## config.mk

```make
export PLATFORM = sky130hd
export DESIGN_NAME = shift_sequencer_flat
export DESIGN_NICKNAME = d
export VERILOG_FILES = /design/src/rtl/shift_sequencer_if.sv /design/src/rtl/shift_sequencer.sv /design/src/flat_wrapper.sv
export SDC_FILE = /design/constraint.sdc
export NUM_CORES = 1
export LEC_CHECK = 0
export CORE_MARGIN = 1
export CORE_UTILIZATION = 30
export DETAILED_ROUTE_END_ITERATION = 7
export SLEW_MARGIN = 10
export SYNTH_ARGS = -nofsm -noshare
export SYNTH_HDL_FRONTEND = slang
export SYNTH_SLANG_ARGS = --single-unit
```

## constraint.sdc

```tcl
create_clock -name clk -period 1.3 [get_ports clk]
set_input_delay 0.26 -clock clk [delete_from_list [all_inputs] [get_ports clk]]
set_output_delay 0.26 -clock clk [all_outputs]
set_load 0.02 [all_outputs]
```

## src/rtl/shift_sequencer_if.sv

```systemverilog
// ---------------------------------------------------------------------------
// shift_sequencer_if
// Bundles the request/response and shift-register control signals of the
// shift sequencer.
//   master : requester side. It drives start/abort/txData and observes the
//            sequencer outputs.
//   slave  : sequencer side. It consumes start/abort/txData and drives
//            loadData, pLoad, shiftEn, sclk, csN, busy, done and bitCount.
// Clock and reset are not carried here. They stay plain module ports.
// ---------------------------------------------------------------------------
interface shift_sequencer_if #(
  parameter int WIDTH = 8
) ();

  localparam int CNT_W = $clog2(WIDTH + 1);

  logic             start;
  logic             abort;
  logic [WIDTH-1:0] txData;
  logic [WIDTH-1:0] loadData;
  logic             pLoad;
  logic             shiftEn;
  logic             sclk;
  logic             csN;
  logic             busy;
  logic             done;
  logic [CNT_W-1:0] bitCount;

  modport master (
    output start,
    output abort,
    output txData,
    input  loadData,
    input  pLoad,
    input  shiftEn,
    input  sclk,
    input  csN,
    input  busy,
    input  done,
    input  bitCount
  );

  modport slave (
    input  start,
    input  abort,
    input  txData,
    output loadData,
    output pLoad,
    output shiftEn,
    output sclk,
    output csN,
    output busy,
    output done,
    output bitCount
  );

endinterface

```

## src/rtl/shift_sequencer.sv

```systemverilog
// ---------------------------------------------------------------------------
// shift_sequencer
// Sequences one shift register through a complete serial transfer.
// 1. A parallel-load strobe is issued.
// 2. WIDTH shift-enable strobes follow, each timed to the end of an sclk high
//    phase.
// 3. csN frames the whole transfer, from the load cycle to the last shift.
// 4. A one-cycle done pulse ends the transfer.
//
// Parameters
//   WIDTH  : bits per transfer (number of shift pulses), >= 2
//   DIVIDE : clk cycles per sclk half-period, >= 1
//
// Ports
//   clk    : system clock, rising-edge active
//   resetN : asynchronous active-low reset
//   bus    : shift_sequencer_if.slave
//            inputs  : start, abort, txData
//            outputs : loadData, pLoad, shiftEn, sclk, csN, busy, done,
//                      bitCount
//
// Every output is decoded from registered state only. No input reaches an
// output within the same cycle.
// ---------------------------------------------------------------------------
module shift_sequencer #(
  parameter int WIDTH  = 8,
  parameter int DIVIDE = 4
) (
  input  logic                clk,
  input  logic                resetN,
  shift_sequencer_if.slave    bus
);

  localparam int CNT_W = $clog2(WIDTH + 1);
  // The phase counter needs at least one bit, even when DIVIDE is 1.
  localparam int PH_W  = (DIVIDE > 1) ? $clog2(DIVIDE) : 1;

  localparam logic [PH_W-1:0]  PH_LAST   = PH_W'(DIVIDE - 1);
  localparam logic [CNT_W-1:0] CNT_FINAL = CNT_W'(WIDTH);

  typedef enum logic [2:0] {
    IDLE   = 3'd0,
    LOAD   = 3'd1,
    LOW    = 3'd2,
    HIGH   = 3'd3,
    FINISH = 3'd4
  } state_t;

  state_t           state_q, state_d;
  logic [PH_W-1:0]  phase_q, phase_d;
  logic [CNT_W-1:0] bitcnt_q, bitcnt_d;
  logic [WIDTH-1:0] ldata_q, ldata_d;

  logic             phase_last;
  logic [CNT_W-1:0] bitcnt_inc;

  assign phase_last = (phase_q == PH_LAST);
  assign bitcnt_inc = bitcnt_q + CNT_W'(1);

  // -------------------------------------------------------------------------
  // State and counter registers
  // -------------------------------------------------------------------------
  always_ff @(posedge clk or negedge resetN) begin
    if (!resetN) begin
      state_q  <= IDLE;
      phase_q  <= '0;
      bitcnt_q <= '0;
      ldata_q  <= '0;
    end else begin
      state_q  <= state_d;
      phase_q  <= phase_d;
      bitcnt_q <= bitcnt_d;
      ldata_q  <= ldata_d;
    end
  end

  // -------------------------------------------------------------------------
  // Next-state logic
  // -------------------------------------------------------------------------
  always_comb begin
    state_d  = state_q;
    phase_d  = phase_q;
    bitcnt_d = bitcnt_q;
    ldata_d  = ldata_q;

    unique case (state_q)
      IDLE: begin
        // When abort and start arrive together, abort wins.
        if (bus.start && !bus.abort) begin
          state_d  = LOAD;
          ldata_d  = bus.txData;
          bitcnt_d = '0;
          phase_d  = '0;
        end
      end

      LOAD: begin
        state_d = LOW;
        phase_d = '0;
      end

      LOW: begin
        if (phase_last) begin
          state_d = HIGH;
          phase_d = '0;
        end else begin
          phase_d = phase_q + PH_W'(1);
        end
      end

      HIGH: begin
        if (phase_last) begin
          // shiftEn is active this cycle, so the shift counts as done.
          bitcnt_d = bitcnt_inc;
          phase_d  = '0;
          state_d  = (bitcnt_inc == CNT_FINAL) ? FINISH : LOW;
        end else begin
          phase_d = phase_q + PH_W'(1);
        end
      end

      FINISH: begin
        state_d = IDLE;
        phase_d = '0;
      end

      default: begin
        state_d = IDLE;
        phase_d = '0;
      end
    endcase

    // Abort cancels the transfer from any active state. bitCount keeps the
    // number of shifts already issued.
    if (bus.abort && (state_q != IDLE)) begin
      state_d = IDLE;
      phase_d = '0;
    end
  end

  // -------------------------------------------------------------------------
  // Output decode (registered state only)
  // -------------------------------------------------------------------------
  always_comb begin
    bus.pLoad    = 1'b0;
    bus.shiftEn  = 1'b0;
    bus.sclk     = 1'b0;
    bus.csN      = 1'b1;
    bus.busy     = 1'b1;
    bus.done     = 1'b0;
    bus.loadData = ldata_q;
    bus.bitCount = bitcnt_q;

    unique case (state_q)
      IDLE: begin
        bus.busy = 1'b0;
      end
      LOAD: begin
        bus.pLoad = 1'b1;
        bus.csN   = 1'b0;
      end
      LOW: begin
        bus.csN = 1'b0;
      end
      HIGH: begin
        bus.csN     = 1'b0;
        bus.sclk    = 1'b1;
        // The strobe sits in the last high cycle, just before sclk falls.
        bus.shiftEn = phase_last;
      end
      FINISH: begin
        bus.done = 1'b1;
      end
      default: begin
        bus.busy = 1'b0;
      end
    endcase
  end

endmodule

```

## src/flat_wrapper.sv

```systemverilog
// flat-port wrapper written by rule: the top's interface ports become plain ports
module shift_sequencer_flat 
#(
  parameter int WIDTH  = 8,
  parameter int DIVIDE = 4
)
  (clk, resetN, bus_start, bus_abort, bus_txData, bus_loadData, bus_pLoad, bus_shiftEn, bus_sclk, bus_csN, bus_busy, bus_done, bus_bitCount);
  shift_sequencer_if #(.WIDTH(WIDTH)) bus_i ();
  input  logic clk;
  input  logic resetN;
  input wire logic [$bits(bus_i.start)-1:0] bus_start;
  input wire logic [$bits(bus_i.abort)-1:0] bus_abort;
  input wire logic [$bits(bus_i.txData)-1:0] bus_txData;
  output wire logic [$bits(bus_i.loadData)-1:0] bus_loadData;
  output wire logic [$bits(bus_i.pLoad)-1:0] bus_pLoad;
  output wire logic [$bits(bus_i.shiftEn)-1:0] bus_shiftEn;
  output wire logic [$bits(bus_i.sclk)-1:0] bus_sclk;
  output wire logic [$bits(bus_i.csN)-1:0] bus_csN;
  output wire logic [$bits(bus_i.busy)-1:0] bus_busy;
  output wire logic [$bits(bus_i.done)-1:0] bus_done;
  output wire logic [$bits(bus_i.bitCount)-1:0] bus_bitCount;
  assign bus_i.start = bus_start;
  assign bus_i.abort = bus_abort;
  assign bus_i.txData = bus_txData;
  assign bus_loadData = bus_i.loadData;
  assign bus_pLoad = bus_i.pLoad;
  assign bus_shiftEn = bus_i.shiftEn;
  assign bus_sclk = bus_i.sclk;
  assign bus_csN = bus_i.csN;
  assign bus_busy = bus_i.busy;
  assign bus_done = bus_i.done;
  assign bus_bitCount = bus_i.bitCount;
  shift_sequencer #(.WIDTH(WIDTH), .DIVIDE(DIVIDE)) u_core (.clk(clk), .resetN(resetN), .bus(bus_i));
endmodule
```

==> After elaboration in Yosys (flattened, before gate mapping) <==
Index checks and enable logic that the tools add are counted.
{ "word_totals": {"elab_cells": 48, "output_inout_bits": 18, "register_bits": 17} }
{ "classes": {"mux": 19, "reduce_logical": 12, "eq_ne": 11, "addsub": 2} }
{ "ops": {"columns": ["op", "count"], "rows": [
  ["3-bit 2-to-1 mux", 5],
  ["3-bit one-hot mux with 4 select lines", 1],
  ["3-bit by 1-bit != test with 1-bit output, second input constant", 3],
  ["4-bit 2-to-1 mux", 2],
  ["4-bit one-hot mux with 2 select lines", 1],
  ["3-bit by 2-bit == test with 1-bit output, second input constant", 2],
  ["1-bit 2-to-1 mux", 6],
  ["2-bit 2-to-1 mux", 3],
  ["3-bit AND reduction", 2],
  ["4-bit by 1-bit adder with 4-bit output, second input constant", 1],
  ["4-bit == test, second input constant", 1],
  ["2-bit by 1-bit != test with 1-bit output, second input constant", 2],
  ["2-bit one-hot mux with 2 select lines", 1],
  ["4-bit OR reduction", 1],
  ["3-bit by 1-bit == test with 1-bit output, second input constant", 1],
  ["3-bit == test, second input constant", 1],
  ["3-bit zero test", 1],
  ["3-bit nonzero test", 1],
  ["3-bit OR reduction", 1],
  ["2-bit by 1-bit adder with 2-bit output, second input constant", 1],
  ["2-bit == test, second input constant", 1],
  ["1-bit logical AND", 2],
  ["2-bit AND reduction", 1],
  ["2-bit nonzero test", 1],
  ["2 further kinds", 2]
]} }

==> Logic depth before layout (Yosys ltp) <==
Gate-level depths: netlist of the first run.
{ "logic_depth": {"word_depth": 6, "ltp_mapped": 4, "mapped_depth_nobuf": 4} }

==> Least setup slack after synthesis of the first run <==
No wires, ideal clock.
{ "synth_path": {"kind": "register to output", "from": "register u_core.state_q[1]", "to": "output bus_pLoad", "n_path_buf": 1, "setup_slack_ns": -0.078, "path_stages_with_launch": 3, "arrival_time_ns": 1.118, "path_cell_list": "dfrtp_1 buf_2 nor3b_1"} }
{ "synth_between": {"elab_chain_cells": 2} }
{ "synth_rtl": {"columns": ["item", "line", "rtl"], "rows": [
  ["start, declared", "shift_sequencer.sv:49", "state_t state_q, state_d;"],
  ["start signal, assigned", "shift_sequencer.sv:70", "state_q <= state_d;"],
  ["3-bit by 1-bit == test with 1-bit output", "shift_sequencer.sv:154", "unique case (state_q)"],
  ["1-bit 2-to-1 mux", "shift_sequencer.sv:154", null],
  ["end, declared", "flat_wrapper.sv:15", "output wire logic [$bits(bus_i.pLoad)-1:0] bus_pLoad;"]
]} }
Every way passes these cells.

==> Worst setup path after layout of the first run <==
{ "layout_path": {"from": "register u_core.state_q[0]", "to": "output bus_done"} }
{ "layout_between": {"elab_chain_cells": 2} }
{ "layout_rtl": {"columns": ["item", "line", "rtl"], "rows": [
  ["3-bit == test", "shift_sequencer.sv:154", null],
  ["1-bit 2-to-1 mux", "shift_sequencer.sv:154", null],
  ["end, declared", "flat_wrapper.sv:20", "output wire logic [$bits(bus_i.done)-1:0] bus_done;"]
]} }
Every way passes these cells.

==> results of run 1 <==
-- how the worst min path moves through the flow --
stage	cells past startpoint	slack, ns	to
after detailed placement	1	0.50	u_core.bus.loadData[4]$_DFFE_PN0P_
after CTS	2	0.28	u_core.bus.loadData[2]$_DFFE_PN0P_
after floorplan	0	-0.04	u_core.bus.bitCount[0]$_DFFE_PN0P_
after global placement	1	0.49	u_core.bus.loadData[5]$_DFFE_PN0P_
after global routing	2	0.29	u_core.bus.loadData[0]$_DFFE_PN0P_
final	2	0.28	u_core.bus.loadData[2]$_DFFE_PN0P_
-- stage by stage --
stage | TNS (ns) | setup WS (ns) | instances | total power, mW | area, sq um
floorplan | 0 | 0.0246 | 75 | 0.904 | 892
global placement | -5.26 | -0.325 | 151 | 1.17 | 1340
detailed placement | -5.91 | -0.346 | 151 | 1.19 | 1340
CTS | -1.34 | -0.203 | 167 | 1.49 | 1520
global route | -2.80 | -0.247 | 174 | 1.64 | 1620
finish | -1.66 | -0.185 | 174 | 1.55 | 1620
-- sequential cells by signal, indices dropped and copies added, names as in the netlist --
name,count
u_core.bus.bitCount,4
u_core.bus.loadData,8
u_core.phase_q,2
u_core.state_q,3
-- metal layers --
metal  vias up  GRT usage (%)  wire length [um]
met1       402           21.2              1110
li1        414              -                 -
met4         0           7.67                34
met3         4           2.79               101
met2        19           27.7              1300
met5         -              0                 0
-- cells by family (layout without fill, tap and decap cells) --
| group | after synthesis | in the layout |
|---|---|---|
| compound gates | 12 | 12 |
| buf+inv | 7 | 75 |
| xor+xnor | 2 | 2 |
| fa+ha+maj | 2 | 2 |
| flops | 17 | 17 |
| simple gates | 26 | 26 |
| mux | 9 | 9 |
-- placed cells by master (no fill, tap or decap), drive strengths merged, types with 2 or more instances in the layout --
master and count:
a21oi 3, and3 3, and3b 2, buf 46
clkbuf 5, clkdlybuf4s15 5, clkdlybuf4s50 11, dfrtp 17
dlygate4sd2 4, ha 2, inv 4, mux2 8
nand2 2, nand3 3, nand3b 3, nor2 4
nor3 2, nor3b 2, o21ai 2
-- power by group through the flow --
stage | clock network [mW] | registers [mW] | logic [mW]
2_1_floorplan | 0 | 0.752 | 0.152
3_3_place_gp | 0 | 0.675 | 0.498
3_5_place_dp | 0 | 0.683 | 0.512
4_1_cts | 0.295 | 0.670 | 0.526
5_1_grt | 0.320 | 0.692 | 0.630
6_report | 0.278 | 0.679 | 0.592
-- layout make-up --
cell class | count | share of cell area (%)
repair buffers | 67 | 36.2
multi-input cells | 51 | 32.1
flip-flops and latches | 17 | 26.7
well taps | 31 | 2.40
clock buffers | 4 | 1.62
inverters | 4 | 0.927
-- what timing repair did --
| item | CTS | global route |
|---|---|---|
| hold buffers | 0 | 0 |
| pin swaps | 12 | 7 |
| endpoints found under the setup margin | 33 | 29 |
| gates resized for setup | 70 | 22 |
| setup buffers | 12 | 8 |
==> impl_metrics.env, run 1 <==
export IMPL_track_usage_pct=16.7
export IMPL_ys_types=35
export IMPL_rsz0062_at_grt="yes"
export IMPL_power_switching_mw=0.495
export IMPL_fill_cells=238
export IMPL_rrSetupSlack_ns=-0.13
export IMPL_synth_top_area_share_pct=48.8
export IMPL_gp_congestion=0.872
export IMPL_clk_latency_ns=0.28
export IMPL_slew_violations=0
export IMPL_p_comb_share_pct=38.2
export IMPL_grt_pass1_vias=880
export IMPL_path_delay_family="flip-flops"
export IMPL_placementRows=19
export IMPL_vias_per_cell=4.82
export IMPL_cp_slowest_stage_delay_ns=0.50
export IMPL_hold_worst_slack_ns=0.284
export IMPL_postSynthCellCount=75
export IMPL_antenna_cells=0
export IMPL_ys_seq_area_share_pct=48.8
export IMPL_fin_crit_sh_pct=114
export IMPL_worst_pin_slew_ns=0.274
export IMPL_multi_input_area_sq_um=520
export IMPL_route_detailed_wl_per_inst_um=14.6
export IMPL_cts_made_buffers=3
export IMPL_synth_xor_area_share_pct=2.01
export IMPL_antenna_found_initial=0
export IMPL_seq_area_sq_um=433
export IMPL_synth_compound_area_share_pct=10.6
export IMPL_vias=839
export IMPL_grt_max_degree=18
export IMPL_start_util_pct=31.6
export IMPL_synth_most_common_cell="dfrtp_1"
export IMPL_die_w_um=55.9
export IMPL_synth_warnings=0
export IMPL_synth_nets=89
export IMPL_worst_slack_ns=-0.185
export IMPL_power_density_nw_per_um2=957
export IMPL_cts_buffer_depth=2
export IMPL_ir_worst_vdd_uv=613
export IMPL_p_int_mw=1.05
export IMPL_worstPathCellList="buf_6 > nor3_2 > buf_4"
export IMPL_cts_sinks=17
export IMPL_clkSlewWorstSetupHoldPaths_ns=0.10
export IMPL_r2r_cells=4
export IMPL_failed_checks="negative setup slack"
export IMPL_cp_required_ns=1.04
export IMPL_grt_ovfl_total=0
export IMPL_seq_power_share_pct=43.8
export IMPL_dpl_hpwl_mm=1.56
export IMPL_clock_fmax_mhz=674
export IMPL_cts_tree="done"
export IMPL_yosys_area_top_type="dfrtp_1"
export IMPL_drc=0
export IMPL_drt_wl_total_mm=2.54
export IMPL_synth_common_cells="dfrtp_1 (17), mux2_2 (8), inv_1 (4)"
export IMPL_finalCriticalPeriod_ns=1.48
export IMPL_drv_cap=0
export IMPL_status="complete, but fails checks"
export IMPL_r2r_end="u_core.state_q[1]$_DFFE_PN0P_"
export IMPL_crit_path_end_kind="output pin"
export IMPL_core_area_sq_um=2760
export IMPL_worstReg2RegStart="u_core.state_q[1]$_DFFE_PN0P_"
export IMPL_pwr_share_clk_pct=18.0
export IMPL_ant_nets=0
export IMPL_cp_buffers_inverters=2
export IMPL_relSlewSlack_pct=81.7
export IMPL_finalHoldViolations=0
export IMPL_nNetsFinal=158
export IMPL_cts_root_buf="clkbuf_4"
export IMPL_synth_top_family_by_area="simple AND/OR/NAND/NOR gates"
export IMPL_crit_type="flop to output pin"
export IMPL_htree_levels=1
export IMPL_numPortBuffers=29
export IMPL_ys_async_sr_fraction_pct=100
export IMPL_synth_flop_cell="dfrtp_1"
export IMPL_die_area_sq_um=3130
export IMPL_path_depth=3
export IMPL_io_pins=30
export IMPL_utilization_pct=58.7
export IMPL_critPathSlowestCell="dfrtp_2"
export IMPL_worst_ep_arrival_time_ns=1.22
export IMPL_synth_enable_flop_cells=0
export IMPL_synthTopCellsByArea="dfrtp_1 (49%), mux2_2 (10%), ha_1 (2.9%)"
export IMPL_drive_gt1_share_pct=58.0
export IMPL_critPathCapture="bus_done"
export IMPL_critPathLaunch="u_core.state_q[0]$_DFFE_PN0P_"
export IMPL_die_y_um=55.9
export IMPL_dr_pass1_iters=4
export IMPL_syn2layout_area_growth_pct=85.7
export IMPL_ys_seq_elements=17
export IMPL_swShare_pct=31.9
export IMPL_fin_worst_skew_ns=0.000648
export IMPL_setup_viol=20
export IMPL_syn_area_sq_um=872
export IMPL_muxShareOfSynthArea_pct=11.5
export IMPL_synthAdderAreaFrac_pct=2.87
export IMPL_critPathLaunchType="flop"
export IMPL_hold_path_class="primary input to asynchronous set/reset pin"
export IMPL_yosys_area_share_simple_pct=19.8
export IMPL_p_leak_nw=0.745
export IMPL_grt_pass1_wl_mm=4.07
export IMPL_drt_initial_drc_count=12
export IMPL_postSynthAreaPerCell_sq_um=11.6
export IMPL_crit_fanout=8
(Power assumes the default switching activity.)
==> run 2, diff against run 1 <==
--- a/config.mk
+++ b/config.mk
@@ -7,6 +7,7 @@
 export LEC_CHECK = 0
 export CORE_MARGIN = 1
 export CORE_UTILIZATION = 30
+export CTS_CLUSTER_DIAMETER = 80
 export DETAILED_ROUTE_END_ITERATION = 7
 export SLEW_MARGIN = 10
 export SYNTH_ARGS = -nofsm -noshare
==> results of run 2 <==
No change in the layout: final DEF, timing and power equal those of run 1.
==> run 3, diff against run 2 <==
--- a/config.mk
+++ b/config.mk
@@ -9,6 +9,7 @@
 export CORE_UTILIZATION = 30
 export CTS_CLUSTER_DIAMETER = 80
 export DETAILED_ROUTE_END_ITERATION = 7
+export RECOVER_POWER = 25
 export SLEW_MARGIN = 10
 export SYNTH_ARGS = -nofsm -noshare
 export SYNTH_HDL_FRONTEND = slang
==> impl_metrics.env, run 3 (synthesized netlist as in run 1, its figures left out) <==
export IMPL_slew_violations=0
export IMPL_drc=0
export IMPL_cts_made_buffers=3
export IMPL_fill_cells=240
export IMPL_grt_pass1_wl_mm=4.07
export IMPL_tns_ns=-1.66
export IMPL_track_usage_pct=16.7
export IMPL_antenna_found_initial=0
export IMPL_ant_nets=0
export IMPL_clock_fmax_mhz=674
export IMPL_grt_max_degree=18
export IMPL_clkSlewWorstSetupHoldPaths_ns=0.10
export IMPL_numPortBuffers=29
export IMPL_multi_input_area_sq_um=520
export IMPL_hold_path_depth=1
export IMPL_vias_per_cell=4.82
export IMPL_rrSetupSlack_ns=-0.13
export IMPL_largest_reg_flops=8
export IMPL_cts_sinks=17
export IMPL_r2r_cells=4
export IMPL_setup_viol=20
export IMPL_crit_path_end_kind="output pin"
export IMPL_status="complete, but fails checks"
export IMPL_gp_congestion=0.872
export IMPL_worstReg2RegStart="u_core.state_q[1]$_DFFE_PN0P_"
export IMPL_p_leak_nw=0.741
export IMPL_cts_tree="done"
export IMPL_grt_pass1_vias=880
export IMPL_antenna_cells=0
export IMPL_critPathLaunch="u_core.state_q[0]$_DFFE_PN0P_"
export IMPL_dpl_hpwl_mm=1.56
export IMPL_failed_checks="negative setup slack"
export IMPL_start_util_pct=31.6
export IMPL_r2r_end="u_core.state_q[1]$_DFFE_PN0P_"
export IMPL_hold_path_class="flop to flop"
export IMPL_clk_latency_ns=0.28
export IMPL_nNetsFinal=158
export IMPL_critPathLaunchType="flop"
export IMPL_drt_initial_drc_count=12
export IMPL_core_area_sq_um=2760
export IMPL_htree_levels=1
export IMPL_drive_gt1_share_pct=57.3
export IMPL_finalInstanceArea_sq_um=1620
export IMPL_placementRows=19
export IMPL_io_pins=30
export IMPL_ir_worst_vdd_uv=607
export IMPL_crit_type="flop to output pin"
export IMPL_dp_cells=151
export IMPL_critPathCapture="bus_done"
export IMPL_pre_cts_slack_ns=-0.346
export IMPL_fin_worst_skew_ns=0.000648
export IMPL_finalCriticalPeriod_ns=1.48
export IMPL_seq_area_sq_um=433
export IMPL_drv_cap=0
export IMPL_die_area_sq_um=3130
export IMPL_relSlewSlack_pct=39.3
export IMPL_grt_ovfl_total=0
export IMPL_power_density_nw_per_um2=958
export IMPL_hold_worst_slack_ns=0.513
export IMPL_utilization_pct=58.6
export IMPL_crit_fanout=8
export IMPL_route_detailed_wl_per_inst_um=14.6
export IMPL_dr_pass1_iters=4
export IMPL_syn2layout_area_growth_pct=85.2
export IMPL_cp_required_ns=1.04
export IMPL_cts_root_buf="clkbuf_4"
export IMPL_drt_wl_total_mm=2.55
export IMPL_die_y_um=55.9
export IMPL_cts_buffer_depth=2
export IMPL_dpl_cell_area_sq_um=1340
export IMPL_vias=839
export IMPL_final_cell_mix="buf_4 (31), buf_6 (12), clkdlybuf4s50_1 (11), dfrtp_1 (11), mux2_2 (7)"
export IMPL_rsz0062_at_grt="yes"
export IMPL_finalHoldViolations=0
export IMPL_fin_crit_sh_pct=114
export IMPL_worst_ep_arrival_time_ns=1.22
export IMPL_worst_slack_ns=-0.185
export IMPL_die_w_um=55.9
export IMPL_final_common_cell="buf_4"
export IMPL_worst_pin_slew_ns=0.910
export IMPL_power_mw=1.55
export IMPL_finalNonFillerCells=174
run 3: changes by cell type in the layout (fill, tap and decap cells not counted), sizes merged:
cell,delta
buf,-1
clkbuf,+1
run 3: final cells by class:
cell class                      count  share of cell area (%)
Timing Repair Buffer               67                    36.0
Multi-Input combinational cell     51                    32.2
Sequential cell                    17                    26.8
Tap cell                           31                    2.40
Clock buffer                        4                    1.63
Inverter                            4                   0.930
run 3: worst min-delay path by stage:
stage / endpoint / startpoint / slack, ns
floorplan: u_core.bus.bitCount[0]$_DFFE_PN0P_ / resetN / -0.04
finish: u_core.bus.loadData[2]$_DFFE_PN0P_ / u_core.bus.loadData[2]$_DFFE_PN0P_ / 0.51
global placement: u_core.bus.loadData[5]$_DFFE_PN0P_ / u_core.bus.loadData[5]$_DFFE_PN0P_ / 0.49
global route: u_core.bus.loadData[2]$_DFFE_PN0P_ / u_core.bus.loadData[2]$_DFFE_PN0P_ / 0.54
detailed placement: u_core.bus.loadData[4]$_DFFE_PN0P_ / u_core.bus.loadData[4]$_DFFE_PN0P_ / 0.50
CTS: u_core.bus.loadData[2]$_DFFE_PN0P_ / resetN / 0.28
run 3: report_power, final:
group          internal (mW)  total (mW)  switching [mW]
clock                  0.119       0.278           0.159
combinational          0.325       0.590           0.266
sequential             0.610       0.679          0.0699
total                   1.05        1.55           0.495
run 3: timing repair:
action                                  in CTS  in global routing
hold endpoints to repair                     0                  0
buffers inserted                            12                  8
gates resized for setup                     70                 22
endpoints found under the setup margin      33                 29
pin swaps                                   12                  7
hold buffers                                 0                  0
run 3: worst max-delay path, stage by stage, from the launching register on:
cell and delay (ns):
dfrtp_2 0.50, buf_6 0.14, nor3_2 0.14, buf_4 0.16
run 3: metal layers:
| metal | up-vias | track usage (%) | wire length (um) |
|---|---|---|---|
| met3 | 4 | 2.79 | 101 |
| met4 | 0 | 7.67 | 34 |
| met2 | 19 | 27.7 | 1300 |
| li1 | 414 | - | - |
| met5 | - | 0 | 0 |
| met1 | 402 | 21.2 | 1110 |
